## src/rtl/alu_pkg.sv

```systemverilog
// Shared ALU definitions: op codes, arbiter FSM state encoding and the compute
// function used by both the core ALU and alu_arbiter so encodings never diverge.
package alu_pkg;

  localparam int XLEN = 32;

  localparam logic [3:0] ADD  = 4'd0;
  localparam logic [3:0] SUB  = 4'd1;
  localparam logic [3:0] SLL  = 4'd2;
  localparam logic [3:0] SLT  = 4'd3;
  localparam logic [3:0] SLTU = 4'd4;
  localparam logic [3:0] XOR  = 4'd5;
  localparam logic [3:0] SRL  = 4'd6;
  localparam logic [3:0] SRA  = 4'd7;
  localparam logic [3:0] OR   = 4'd8;
  localparam logic [3:0] AND  = 4'd9;

  typedef enum logic [1:0] {
    IDLE = 2'd0,
    EXEC = 2'd1,
    RESP = 2'd2
  } state_t;

  typedef struct packed {
    logic [XLEN-1:0] res;
    logic            zero;
    logic            err;
  } alu_res_t;

  // Codes 10..15 are illegal: result forced to 0 with err set.
  function automatic alu_res_t alu_compute(input logic [XLEN-1:0] a,
                                           input logic [XLEN-1:0] b,
                                           input logic [3:0]      op);
    alu_res_t r;
    r.res = '0;
    r.err = 1'b0;
    case (op)
      ADD:     r.res = a + b;
      SUB:     r.res = a - b;
      SLL:     r.res = a << b[4:0];
      SLT:     r.res = {{(XLEN-1){1'b0}}, ($signed(a) < $signed(b))};
      SLTU:    r.res = {{(XLEN-1){1'b0}}, (a < b)};
      XOR:     r.res = a ^ b;
      SRL:     r.res = a >> b[4:0];
      SRA:     r.res = $unsigned($signed(a) >>> b[4:0]);
      OR:      r.res = a | b;
      AND:     r.res = a & b;
      default: r.err = 1'b1;
    endcase
    r.zero = (r.res == '0);
    return r;
  endfunction

endpackage

```

## src/rtl/alu_arb_rr.sv

```systemverilog
// Two-input round-robin grant logic for alu_arbiter: pointer register plus an
// update strobe that hands priority to the requester that was not just served.
module alu_arb_rr
  import alu_pkg::*;
#(
  parameter int RST_PRIO = 0
) (
  input  logic       clk,
  input  logic       rst,
  input  logic [1:0] req,
  input  logic       update,
  input  logic       served,
  output logic [1:0] grant
);

  logic ptr_q;
  logic eff_ptr;

  always_ff @(posedge clk) begin
    if (rst)
      ptr_q <= (RST_PRIO != 0);
    else if (update)
      ptr_q <= ~served;
  end

  // The new owner is visible in the update cycle itself, so a back-to-back
  // arbitration on the response handshake already sees the moved pointer.
  assign eff_ptr = update ? ~served : ptr_q;

  always_comb begin
    grant = req;
    if (req[0] && req[1])
      grant = eff_ptr ? 2'b10 : 2'b01;
  end

endmodule

```

## src/rtl/alu_arbiter.sv

```systemverilog
// Shares one 32-bit ALU between two requesters: round-robin grant, one registered
// execute cycle, held response. Define ALU_ARB_B2B_EN to accept on the response handshake.
module alu_arbiter
  import alu_pkg::*;
#(
  parameter int W        = 32,
  parameter int RST_PRIO = 0
) (
  input  logic         clk,
  input  logic         rst,
  input  logic         req0_valid,
  output logic         req0_ready,
  input  logic [W-1:0] req0_a,
  input  logic [W-1:0] req0_b,
  input  logic [3:0]   req0_op,
  input  logic         req1_valid,
  output logic         req1_ready,
  input  logic [W-1:0] req1_a,
  input  logic [W-1:0] req1_b,
  input  logic [3:0]   req1_op,
  output logic         rsp0_valid,
  input  logic         rsp0_ready,
  output logic         rsp1_valid,
  input  logic         rsp1_ready,
  output logic [W-1:0] rsp_res,
  output logic         rsp_zero,
  output logic         rsp_err
);

  state_t       state;
  logic [W-1:0] op_a;
  logic [W-1:0] op_b;
  logic [3:0]   op_code;
  logic         op_id;
  logic [1:0]   grant;
  logic         rsp_hs;
  logic         update;
  logic         arb_en;
  logic         accept;
  alu_res_t     alu_out;

  assign rsp_hs = op_id ? (rsp1_valid && rsp1_ready) : (rsp0_valid && rsp0_ready);
  assign update = (state == RESP) && rsp_hs;

`ifdef ALU_ARB_B2B_EN
  assign arb_en = !rst && ((state == IDLE) || update);
`else
  assign arb_en = !rst && (state == IDLE);
`endif

  assign accept     = arb_en && (grant != 2'b00);
  assign req0_ready = arb_en && grant[0];
  assign req1_ready = arb_en && grant[1];
  assign alu_out    = alu_compute(op_a, op_b, op_code);

  alu_arb_rr #(
    .RST_PRIO (RST_PRIO)
  ) u_rr (
    .clk    (clk),
    .rst    (rst),
    .req    ({req1_valid, req0_valid}),
    .update (update),
    .served (op_id),
    .grant  (grant)
  );

  // Operands and grant id are captured on any accept; the state case only
  // decides where the FSM goes next, so IDLE and RESP share one capture path.
  always_ff @(posedge clk) begin
    if (rst) begin
      state      <= IDLE;
      op_a       <= '0;
      op_b       <= '0;
      op_code    <= '0;
      op_id      <= 1'b0;
      rsp_res    <= '0;
      rsp_zero   <= 1'b0;
      rsp_err    <= 1'b0;
      rsp0_valid <= 1'b0;
      rsp1_valid <= 1'b0;
    end else begin
      if (accept) begin
        op_a    <= grant[1] ? req1_a  : req0_a;
        op_b    <= grant[1] ? req1_b  : req0_b;
        op_code <= grant[1] ? req1_op : req0_op;
        op_id   <= grant[1];
      end
      case (state)
        IDLE: begin
          if (accept)
            state <= EXEC;
        end
        EXEC: begin
          rsp_res    <= alu_out.res;
          rsp_zero   <= alu_out.zero;
          rsp_err    <= alu_out.err;
          rsp0_valid <= ~op_id;
          rsp1_valid <= op_id;
          state      <= RESP;
        end
        RESP: begin
          if (rsp_hs) begin
            rsp0_valid <= 1'b0;
            rsp1_valid <= 1'b0;
            state      <= accept ? EXEC : IDLE;
          end
        end
        default: state <= IDLE;
      endcase
    end
  end

endmodule

```

## config.mk

```make
export PLATFORM = sky130hd
export DESIGN_NAME = alu_arbiter
export DESIGN_NICKNAME = d
export VERILOG_FILES = /design/src/rtl/alu_pkg.sv /design/src/rtl/alu_arb_rr.sv /design/src/rtl/alu_arbiter.sv
export SDC_FILE = /design/constraint.sdc
export NUM_CORES = 1
export LEC_CHECK = 0
export CAP_MARGIN = 20
export CELL_PAD_IN_SITES_DETAIL_PLACEMENT = 0
export CELL_PAD_IN_SITES_GLOBAL_PLACEMENT = 1
export CORE_MARGIN = 3
export CORE_UTILIZATION = 40
export DETAILED_ROUTE_END_ITERATION = 6
export GPL_TIMING_DRIVEN = 0
export PLACE_DENSITY = 0.84
export SLEW_MARGIN = 5
export SYNTH_ARGS = -nofsm -noshare
export SYNTH_HDL_FRONTEND = slang
export SYNTH_SLANG_ARGS = --single-unit
export TNS_END_PERCENT = 1
```

## constraint.sdc

```tcl
create_clock -name clk -period 9.2 [get_ports clk]
set_input_delay 1.84 -clock clk [delete_from_list [all_inputs] [get_ports clk]]
set_output_delay 1.84 -clock clk [all_outputs]
set_load 0.01 [all_outputs]
```

==> flow_summary.json <==
{
  "status": "finished with violations",
  "violations": "DRC",
  "setup-violations-final": 0,
  "final_layout_size_suffix_gt1_share_pct": 8.60,
  "insertion_delay_ns": 0.41,
  "post_cts_buffers": 0,
  "grt_pass1_wl_mm": 118,
  "core-area_sq_um": 35100,
  "yosysWarnings": 0,
  "grt_overflow": 0,
  "wl_per_cell_microns": 33.0,
  "end_kind": "register",
  "hp-class": "reg2reg",
  "ys.flop_type": "dfxtp_1",
  "met3_usage_pct": 10.0,
  "gp_congestion": 1.09,
  "dpl.hpwl_mm": 67.7,
  "mostFrequentLayoutCells": "nor2_1 (234), clkdlybuf4s50_1 (178), nand2_1 (138)",
  "clk_path_buf_depth": 2,
  "required_ns": 9.52,
  "netlist_top_cells_area": "dfxtp_1 (15%), ha_1 (8.4%), mux2i_1 (8.3%)",
  "dieArea_sq_um": 38400,
  "synth_area_leader_cell": "dfxtp_1",
  "dp.cells": 2531,
  "ant_nets": 0,
  "cts.htree.levels": 3,
  "wirelength_mm": 84.1,
  "track_usage_pct": 42.0,
  "dr_total_vias": 17900,
  "use_met2_pct": 62.7,
  "synth_edf_count": 0,
  "period_share_pct": 73.0,
  "clock_skew_ns": 0.0156,
  "top_usage_layer": "met2",
  "io_buffers": 178,
  "drt_iter0_markers": 2697,
  "relSlewSlack_pct": 8.00,
  "die_height_microns": 196,
  "power.leakage_uw": 0.00648,
  "fmax_mhz": 149,
  "syn_nets": 2135,
  "final_common_cell": "nor2_1",
  "dr.pass1.iters": 7,
  "antennaDiodeCount": 0,
  "grt_setup_unrepaired": "false",
  "cap_viol_max_count": 0,
  "synth_area_sq_um": 14400,
  "cts_buffers": 9,
  "path_max_fanout": 11,
  "synth.top_cell.area_share_pct": 15.0,
  "tightest_slew_ns": 1.38,
  "postSynth.asyncResetShare_pct": 0,
  "yosys_register_bits": 108,
  "crit_path_start_kind": "register",
  "die-width_microns": 196,
  "cts_tree": "yes",
  "post_cts_resized": 0,
  "ioPinCount": 180,
  "nNetsFinal": 2328,
  "grt_antenna_before_repair": 2,
  "netlist_instances": 1894,
  "grt_pass1_vias": 16600,
  "clkSinkCount": 108,
  "initial_utilization_pct": 41.2,
  "vias_per_cell": 7.03,
  "yosysUniqueCellTypes": 99,
  "stdcell_count": 2547,
  "rows": 68,
  "fill_cells": 3647,
  "area_delta_synth_final_pct": 18.7,
  "clkTransAtPathRegs_ns": 0.08,
  "path_class": "reg2reg",
  "drc": 1,
  "final_hold_viol_count": 0,
  "peakVddDrop_v": 0.000130,
  "avgSynthCellArea_sq_um": 7.63,
  "slew_viol_final": 0,
  "arrival_ns": 7.04,
  "grt_util_met1_pct": 54.6,
  "yosysSeqAreaShare_pct": 15.0,
  "grt_max_degree": 20,
  "fin_crit_ns": 6.72,
  "powerDensity_nw_per_um2": 166,
  "setup_tns_ns": 0,
  "hold_buffers": 0,
  "clock-root-buffer": "clkbuf_16"
}
area by class of cell:
| cell class | instances | area, sq um | area share [%] |
|---|---|---|---|
| Buffer | 182 | 842 | 4.91 |
| Clock buffer | 10 | 229 | 1.33 |
| Clock inverter | 6 | 75.1 | 0.438 |
| Inverter | 96 | 360 | 2.10 |
| Multi-Input combinational cell | 1508 | 11100 | 64.7 |
| Sequential cell | 108 | 2160 | 12.6 |
| Tap cell | 455 | 569 | 3.32 |
| Timing Repair Buffer | 182 | 1820 | 10.6 |
cell usage after synthesis, drive strengths merged, types with 9 or more instances:
| master | count |
|---|---|
| a211oi | 108 |
| o31ai | 23 |
| and2 | 11 |
| a21oi | 110 |
| buf | 67 |
| o211ai | 31 |
| xnor2 | 11 |
| o21ai | 88 |
| o21a | 11 |
| mux2i | 120 |
| nor4 | 22 |
| o221ai | 19 |
| a22oi | 11 |
| nor3 | 42 |
| a31oi | 22 |
| ha | 97 |
| a21o | 13 |
| a221oi | 18 |
| mux4 | 45 |
| mux2 | 30 |
| nor2b | 15 |
| nand4 | 16 |
| inv | 94 |
| clkbuf | 115 |
| nand3 | 35 |
| dfxtp | 108 |
| o22ai | 23 |
| nand2 | 138 |
| or3 | 9 |
| a2111oi | 15 |
| nand2b | 20 |
| nor2 | 234 |
worst max-delay path, stage by stage, from the launching register on:
cell	delay [ns]
dfxtp_1	0.63
clkinv_1	0.63
buf_2	0.45
buf_1	0.40
ha_1	0.42
clkbuf_1	0.28
nor3b_1	0.10
nor3_1	0.37
a21oi_1	0.18
a2111oi_0	0.98
o31a_1	0.37
o21ai_1	0.11
xor2_1	0.15
nor2_1	0.07
a2111oi_0	0.83
o2111a_1	0.31
nand4_1	0.15
o31ai_2	0.21
kinds of logic after synthesis:
logic type	share of synthesized area [%]
simple gates	20.0
compound gates	29.5
buf+inv	8.32
mux	17.8
flops	15.0
fa+ha+maj	8.68
xor+xnor	0.788
path summary, 6_finish.rpt:
kind | from | endpoint | slack [ns] | depth (start not counted)
hold reg to reg | rsp_err | rsp_err | 0.46 | 2
setup reg to reg | op_b[3] | rsp_zero | 2.48 | 17
setup / recovery | op_b[3] | rsp_zero | 2.48 | 17
hold / removal | rsp_err | rsp_err | 0.46 | 2
routing by layer:
layer	wire length [microns]	vias up
li1	-	7534
met1	32600	8637
met2	35000	1369
met3	9660	356
met4	6820	4
met5	21	-
sequential cells by signal, indices dropped and copies added (netlist names):
| signal | count |
|---|---|
| op_code | 4 |
| u_rr.ptr_q | 1 |
| op_id | 1 |
| op_a | 32 |
| rsp_err | 1 |
| op_b | 32 |
| rsp_zero | 1 |
| rsp1_valid | 1 |
| state | 2 |
| rsp0_valid | 1 |
| rsp_res | 32 |
power breakdown:
part | switching, uW | total [uW] | internal, uW
logic | 1170 | 1780 | 605
clock network | 238 | 455 | 218
registers | 88.7 | 612 | 523
total | 1500 | 2840 | 1350
stage by stage:
stage	power (uW)	util [%]	hold WS [ns]	setup slack [ns]	area [sq um]
2_1_floorplan	1630	-	0.476	4.36	14400
3_3_place_gp	2300	47.9	0.441	2.74	16800
3_5_place_dp	2310	48.1	0.455	2.94	16800
4_1_cts	2750	48.9	0.467	2.87	17200
5_1_grt	2920	48.9	0.493	2.30	17200
6_report	2840	48.9	0.464	2.48	17200
(Power assumes the default switching activity.)
